<file path="src/rtl/mem_pkg.sv">
// Shared constants for the data-memory controller: funct3 encodings, FSM states,
// default bus timeout and the store-side lane helpers.
package mem_pkg;

    localparam logic [2:0] F3_B  = 3'b000;
    localparam logic [2:0] F3_H  = 3'b001;
    localparam logic [2:0] F3_W  = 3'b010;
    localparam logic [2:0] F3_BU = 3'b100;
    localparam logic [2:0] F3_HU = 3'b101;

    localparam int TIMEOUT_DEF = 16;

    typedef enum logic [1:0] {
        IDLE = 2'd0,
        BUSY = 2'd1,
        DONE = 2'd2
    } state_t;

    function automatic logic access_legal(input logic rd, input logic wr,
                                          input logic [2:0] f3, input logic [1:0] off);
        logic f3_ok;
        logic align_ok;
        f3_ok    = rd ? (f3 inside {F3_B, F3_H, F3_W, F3_BU, F3_HU})
                      : (f3 inside {F3_B, F3_H, F3_W});
        align_ok = 1'b1;
        if ((f3 == F3_H || f3 == F3_HU) && off[0]) align_ok = 1'b0;
        if (f3 == F3_W && off != 2'b00)            align_ok = 1'b0;
        return (rd ^ wr) && f3_ok && align_ok;
    endfunction

    function automatic logic [3:0] store_be(input logic [2:0] f3, input logic [1:0] off);
        case (f3)
            F3_B:    return 4'b0001 << off;
            F3_H:    return 4'b0011 << {off[1], 1'b0};
            default: return 4'b1111;
        endcase
    endfunction

    function automatic logic [31:0] store_data(input logic [2:0] f3, input logic [31:0] wd);
        case (f3)
            F3_B:    return {4{wd[7:0]}};
            F3_H:    return {2{wd[15:0]}};
            default: return wd;
        endcase
    endfunction

endpackage

</file>
<file path="src/rtl/data_mem_ctrl_if.sv">
// Memory-side bus of the data-memory controller: request/ack handshake plus
// word address, byte lanes and data in both directions.
interface data_mem_ctrl_if;
    logic        bus_req;
    logic        bus_we;
    logic [31:0] bus_addr;
    logic [3:0]  bus_be;
    logic [31:0] bus_wdata;
    logic        bus_ack;
    logic [31:0] bus_rdata;

    modport master (output bus_req, bus_we, bus_addr, bus_be, bus_wdata,
                    input  bus_ack, bus_rdata);
    modport slave  (input  bus_req, bus_we, bus_addr, bus_be, bus_wdata,
                    output bus_ack, bus_rdata);
endinterface

</file>
<file path="src/rtl/load_aligner.sv">
// Selects the addressed byte/half of a bus word and sign- or zero-extends it.
module load_aligner
    import mem_pkg::*;
(
    input  logic [31:0] word,
    input  logic [1:0]  offset,
    input  logic [2:0]  funct3,
    output logic [31:0] result
);

    logic [7:0]  byte_s;
    logic [15:0] half_s;

    always_comb begin
        byte_s = word[{offset, 3'b000} +: 8];
        half_s = offset[1] ? word[31:16] : word[15:0];
        case (funct3)
            F3_B:    result = {{24{byte_s[7]}}, byte_s};
            F3_BU:   result = {24'h0, byte_s};
            F3_H:    result = {{16{half_s[15]}}, half_s};
            F3_HU:   result = {16'h0, half_s};
            default: result = word;
        endcase
    end

endmodule

</file>
<file path="src/rtl/data_mem_ctrl.sv">
// Load/store unit front end: checks the access, runs one bus transaction with a
// bounded wait, and returns the aligned load result for one DONE cycle.
module data_mem_ctrl
    import mem_pkg::*;
#(
    parameter int TIMEOUT = TIMEOUT_DEF
) (
    input  logic            clk,
    input  logic            rst_n,
    input  logic            mem_read,
    input  logic            mem_write,
    input  logic [2:0]      funct3,
    input  logic [31:0]     addr,
    input  logic [31:0]     wdata,
    output logic [31:0]     rdata,
    output logic            stall,
    output logic            access_fault,
    data_mem_ctrl_if.master bus
);

    localparam int WAIT_W = $clog2(TIMEOUT + 1);

    state_t              state_q;
    logic [WAIT_W-1:0]   wait_q;
    logic [31:0]         rdata_q;
    logic                fault_q;
    logic                req_q;
    logic                we_q;
    logic [31:0]         addr_q;
    logic [3:0]          be_q;
    logic [31:0]         wdata_q;
    logic [2:0]          f3_q;
    logic [1:0]          off_q;

    logic                legal_d;
    logic [31:0]         load_d;

    assign legal_d = access_legal(mem_read, mem_write, funct3, addr[1:0]);

    load_aligner u_align (
        .word   (bus.bus_rdata),
        .offset (off_q),
        .funct3 (f3_q),
        .result (load_d)
    );

    always_ff @(posedge clk or negedge rst_n) begin
        if (!rst_n) begin
            state_q <= IDLE;
            wait_q  <= '0;
            rdata_q <= '0;
            fault_q <= 1'b0;
            req_q   <= 1'b0;
            we_q    <= 1'b0;
            addr_q  <= '0;
            be_q    <= '0;
            wdata_q <= '0;
            f3_q    <= '0;
            off_q   <= '0;
        end else begin
            fault_q <= 1'b0;
            case (state_q)
                IDLE: begin
                    if (mem_read || mem_write) begin
                        if (legal_d) begin
                            state_q <= BUSY;
                            wait_q  <= '0;
                            req_q   <= 1'b1;
                            we_q    <= mem_write;
                            addr_q  <= {addr[31:2], 2'b00};
                            be_q    <= mem_write ? store_be(funct3, addr[1:0]) : 4'b1111;
                            wdata_q <= store_data(funct3, wdata);
                            f3_q    <= funct3;
                            off_q   <= addr[1:0];
                        end else begin
                            state_q <= DONE;
                            fault_q <= 1'b1;
                            rdata_q <= '0;
                        end
                    end
                end
                // An ack in the final wait cycle still completes normally.
                BUSY: begin
                    if (bus.bus_ack) begin
                        state_q <= DONE;
                        req_q   <= 1'b0;
                        if (!we_q) rdata_q <= load_d;
                    end else if (wait_q == WAIT_W'(TIMEOUT - 1)) begin
                        state_q <= DONE;
                        req_q   <= 1'b0;
                        fault_q <= 1'b1;
                        rdata_q <= '0;
                    end else begin
                        wait_q <= wait_q + WAIT_W'(1);
                    end
                end
                DONE:    state_q <= IDLE;
                default: state_q <= IDLE;
            endcase
        end
    end

    assign stall         = ((state_q == IDLE) && (mem_read || mem_write)) || (state_q == BUSY);
    assign rdata         = rdata_q;
    assign access_fault  = fault_q;
    assign bus.bus_req   = req_q;
    assign bus.bus_we    = we_q;
    assign bus.bus_addr  = addr_q;
    assign bus.bus_be    = be_q;
    assign bus.bus_wdata = wdata_q;

endmodule

</file>
<file path="src/flat_wrapper.sv">
// flat-port wrapper written by rule: the top's interface ports become plain ports
module data_mem_ctrl_flat import mem_pkg::*;
#(
    parameter int TIMEOUT = TIMEOUT_DEF
)
  (clk, rst_n, mem_read, mem_write, funct3, addr, wdata, rdata, stall, access_fault, bus_bus_req, bus_bus_we, bus_bus_addr, bus_bus_be, bus_bus_wdata, bus_bus_ack, bus_bus_rdata);
  data_mem_ctrl_if bus_i ();
  input  logic clk;
  input  logic rst_n;
  input  logic mem_read;
  input  logic mem_write;
  input  logic [2:0] funct3;
  input  logic [31:0] addr;
  input  logic [31:0] wdata;
  output logic [31:0] rdata;
  output logic stall;
  output logic access_fault;
  output wire logic [$bits(bus_i.bus_req)-1:0] bus_bus_req;
  output wire logic [$bits(bus_i.bus_we)-1:0] bus_bus_we;
  output wire logic [$bits(bus_i.bus_addr)-1:0] bus_bus_addr;
  output wire logic [$bits(bus_i.bus_be)-1:0] bus_bus_be;
  output wire logic [$bits(bus_i.bus_wdata)-1:0] bus_bus_wdata;
  input wire logic [$bits(bus_i.bus_ack)-1:0] bus_bus_ack;
  input wire logic [$bits(bus_i.bus_rdata)-1:0] bus_bus_rdata;
  assign bus_bus_req = bus_i.bus_req;
  assign bus_bus_we = bus_i.bus_we;
  assign bus_bus_addr = bus_i.bus_addr;
  assign bus_bus_be = bus_i.bus_be;
  assign bus_bus_wdata = bus_i.bus_wdata;
  assign bus_i.bus_ack = bus_bus_ack;
  assign bus_i.bus_rdata = bus_bus_rdata;
  data_mem_ctrl #(.TIMEOUT(TIMEOUT)) u_core (.clk(clk), .rst_n(rst_n), .mem_read(mem_read), .mem_write(mem_write), .funct3(funct3), .addr(addr), .wdata(wdata), .rdata(rdata), .stall(stall), .access_fault(access_fault), .bus(bus_i));
endmodule
</file>
<file path="config.mk">
export PLATFORM = sky130hd
export DESIGN_NAME = data_mem_ctrl_flat
export DESIGN_NICKNAME = d
export VERILOG_FILES = /design/src/rtl/mem_pkg.sv /design/src/rtl/data_mem_ctrl_if.sv /design/src/rtl/load_aligner.sv /design/src/rtl/data_mem_ctrl.sv /design/src/flat_wrapper.sv
export SDC_FILE = /design/constraint.sdc
export NUM_CORES = 1
export LEC_CHECK = 0
export BUFFER_PORTS_ARGS = -buffer_cell sky130_fd_sc_hd__buf_4
export CAP_MARGIN = 20
export CORE_UTILIZATION = 24
export CTS_BUF_LIST = sky130_fd_sc_hd__clkbuf_4 sky130_fd_sc_hd__clkbuf_8
export DETAILED_ROUTE_END_ITERATION = 8
export GPL_TIMING_DRIVEN = 0
export HOLD_SLACK_MARGIN = 0.06
export SLEW_MARGIN = 10
export SYNTH_ARGS = -nofsm -noshare
export SYNTH_HDL_FRONTEND = slang
export SYNTH_HIERARCHICAL = 1
export SYNTH_SLANG_ARGS = --single-unit
</file>
<file path="constraint.sdc">
create_clock -name clk -period 3.3 [get_ports clk]
set_clock_uncertainty 0.2 [all_clocks]
set_input_delay 0.99 -clock clk [delete_from_list [all_inputs] [get_ports clk]]
set_output_delay 0.99 -clock clk [all_outputs]
set_load 0.02 [all_outputs]
</file>
==> impl_metrics.toml <==
[placement]
post_dp_cell_area_um2 = 7840
gp_congestion = 0.866
port_buffers = 205
post-place-ws_ns = -0.0896
dp_cells = 1039
dp_hpwl_um = 13200

[timing]
timing.fmax_mhz = 324
hold_viol_final = 0
slew_viol_final = 0
rsz0062_at_grt = "no"
fin_ws_ns = 0.214
worstMarginPinSlew_ns = 0.787
post-route-period-util = 0.935
relSlewSlack = 0.470
holdWs_ns = 0.295
min_period_ns = 3.09
finalSetupViolCount = 0

[synth]
ys_ff_latch = 113
ys_seq_area_frac = 0.484
avgSynthCellArea_um2 = 11.4
syn_inst = 511
yosysWarnings = 6
synth.distinct_cells = 44
synthesis.area_um2 = 5850

[clocking]
cts.htree.levels = 4
cts_tree = "built"
cts_root_buf = "clkbuf_8"
cts_resized = 0
clock_latency_ns = 0.42
postCtsSetupBuffers = 0
holdBufCountCts = 0
clock_sinks = 113
cts_buffers = 17
clk_pin_slew_ns = 0.08
cts_buffer_depth = 2

[worst_setup_path]
cp_max_fo = 6
crit_start = "mem_write"
start_kind = "input port"
cp.required_ns = 2.11
critPathKind = "input port to output port"
r2r_end = "u_core/rdata[31]"
cp_common_cell = "buf_4"
rrSetupSlack_ns = 0.36
crit_chain = "buf_4 -> inv_1 -> ha_1 -> a21oi_1 -> buf_4"
cp_slowest_cell = "a21oi_1"
end_kind = "output port"
cp_data_arrival_time_ns = 1.90
r2r_cells = 8
reg2reg_from = "u_core/wait_q[0]"
cpPeakStageDelay_ns = 0.29

[power]
p_leak_uw = 0.00402
ir_drop_uv = 461
power_density_nw_per_um2 = 781

[floorplan]
core_um2 = 23700
boundaryPins = 208
die_w_um = 158
dieArea_um2 = 25000
start_util = 0.247
rows = 56
die_h_um = 158

[route]
avgViaCountPerCell = 4.41
ant_nets = 0
drtPass1Iterations = 4
drc_errors = 0
detail_route.wl_per_cell_um = 16.3
vias = 4723
first_iter_violations = 176
routed_wl_um = 17500

[global_routing]
grt_pass1_vias = 4848
grt_max_degree = 65
overflow = 0
grt_pass1_wl_um = 26800
track_usage = 0.143
antenna_found_initial = 0

[min_path]
hold_depth = 1
worstHoldEndpoint = "u_core/bus.bus_addr[29]"
hp-class = "register to register"
hold_start = "u_core/bus.bus_addr[29]"

[cells_and_area]
fin_cells = 1071
fill_cells = 2458
nNetsFinal = 846
drive_gt1_frac = 0.444
antenna_cells = 0
area_delta_synth_final_pct = 40.4
fin_area_um2 = 8210

[status]
status = "completed"

[job]
maxCapViolCount = 0
## routing by layer
layer / GRT usage / routed length, um / vias up
met5: 0 / 0 / -
met4: 0.0462 / 217 / 0
met3: 0.0485 / 1500 / 15
met2: 0.227 / 8000 / 191
met1: 0.180 / 7770 / 2298
li1: - / - / 2219
## critical path: cells and delay by family
family                   cells  cell delay (ns)
buffers and inverters        3             0.37
adder cells (fa/ha/maj)      1             0.23
AO/OA/AOI/OAI                1             0.29
## registers in the layout, indices dropped and copies added, names as in the netlist
| signal | cells |
|---|---|
| u_core/bus.bus_wdata | 32 |
| u_core/access_fault | 1 |
| u_core/bus.bus_addr | 30 |
| u_core/rdata | 32 |
| u_core/off_q | 2 |
| u_core/state_q | 2 |
| u_core/bus.bus_be | 4 |
| u_core/f3_q | 3 |
| u_core/wait_q | 5 |
| u_core/bus.bus_we | 1 |
| u_core/bus.bus_req | 1 |
## through the flow
| step | util | power [uW] | TNS (ns) |
|---|---|---|---|
| floorplan | - | 3960 | 0 |
| global placement | 0.329 | 5150 | -5.21 |
| detailed placement | 0.331 | 5190 | -2.79 |
| CTS | 0.347 | 6500 | 0 |
| global route | 0.347 | 6810 | 0 |
| finish | 0.347 | 6420 | 0 |
## report_power, final
part           internal (uW)  total (uW)  switching [uW]
logic                   1440        2990            1560
registers               1860        2160             303
clock network            600        1260             660
## cell usage in the layout (no fill, tap or decap), types with 4 or more instances in the layout
| cell type | instances |
|---|---|
| buf_4 | 206 |
| dfrtp_1 | 113 |
| inv_1 | 59 |
| mux2i_1 | 46 |
| mux2_2 | 45 |
| nand2_1 | 43 |
| mux2_4 | 29 |
| a21oi_1 | 27 |
| nor2_1 | 20 |
| mux2_1 | 18 |
| clkbuf_8 | 17 |
| clkbuf_1 | 14 |
| o21ai_0 | 11 |
| buf_6 | 10 |
| buf_2 | 7 |
| nor2b_1 | 7 |
| a221o_1 | 6 |
| clkinvlp_4 | 5 |
| clkinv_4 | 5 |
| a22oi_1 | 5 |
| nor3_1 | 4 |
| o211ai_1 | 4 |
| and2_1 | 4 |
| o22a_1 | 4 |
## worst max-delay path by stage
stage                     cells past startpoint                      end  slack [ns]
after floorplan                               7  u_core/bus.bus_addr[17]        0.40
after global placement                        5     u_core/bus.bus_be[2]       -0.16
after detailed placement                      7         u_core/rdata[23]       -0.09
after CTS                                     5                    stall        0.16
after global routing                          5                    stall        0.10
final                                         5                    stall        0.21
## Yosys cell counts (all sizes together)
| master | n | area share |
|---|---|---|
| dfrtp | 113 | 0.48 |
| mux2 | 92 | 0.20 |
| inv | 59 | 0.038 |
| mux2i | 46 | 0.079 |
| nand2 | 43 | 0.028 |
| a21oi | 27 | 0.023 |
| nor2 | 20 | 0.013 |
| buf | 17 | 0.024 |
| clkbuf | 14 | 0.0090 |
| o21ai | 11 | 0.0094 |
| nor2b | 7 | 0.0075 |
| a221o | 6 | 0.010 |
| a22oi | 5 | 0.0064 |
| and2 | 4 | 0.0043 |
| nor3 | 4 | 0.0034 |
| o211ai | 4 | 0.0051 |
| o22a | 4 | 0.0060 |
| and3 | 3 | 0.0032 |
| ha | 3 | 0.0064 |
| o221ai | 3 | 0.0045 |
| o31ai | 3 | 0.0039 |
| a21o | 2 | 0.0026 |
| a221oi | 2 | 0.0060 |
| o2111ai | 2 | 0.0030 |
| o2bb2ai | 2 | 0.0030 |
| or3b | 2 | 0.0030 |
| xnor2 | 2 | 0.0030 |
| a2bb2oi | 1 | 0.0015 |
| a31oi | 1 | 0.0011 |
| a32oi | 1 | 0.0015 |
| and3b | 1 | 0.0015 |
| conb | 1 | 0.00064 |
| mux4 | 1 | 0.0039 |
| nand3b | 1 | 0.0013 |
| nand4 | 1 | 0.0011 |
| nor4b | 1 | 0.0015 |
| o211a | 1 | 0.0017 |
| or4 | 1 | 0.0013 |
## kinds of logic after synthesis
group	after synthesis	synth area share
muxes	139	0.278
adders and majority gates	3	0.00642
AOI/OAI and AO/OA	75	0.0890
and+or+nand+nor	88	0.0685
buffers and inverters	90	0.0706
DFF	113	0.484
other	1	0.000641
xor gates and xnor gates	2	0.00300
## layout make-up
cell class	instances	area [um2]	share of cell area
Buffer	31	191	0.0233
Clock buffer	17	234	0.0285
Clock inverter	15	139	0.0169
Inverter	59	221	0.0270
Multi-Input combinational cell	309	2610	0.318
Sequential cell	113	2830	0.344
Tap cell	319	399	0.0486
Timing Repair Buffer	208	1590	0.193
No activity file was read; power rests on OpenSTA's default activity.
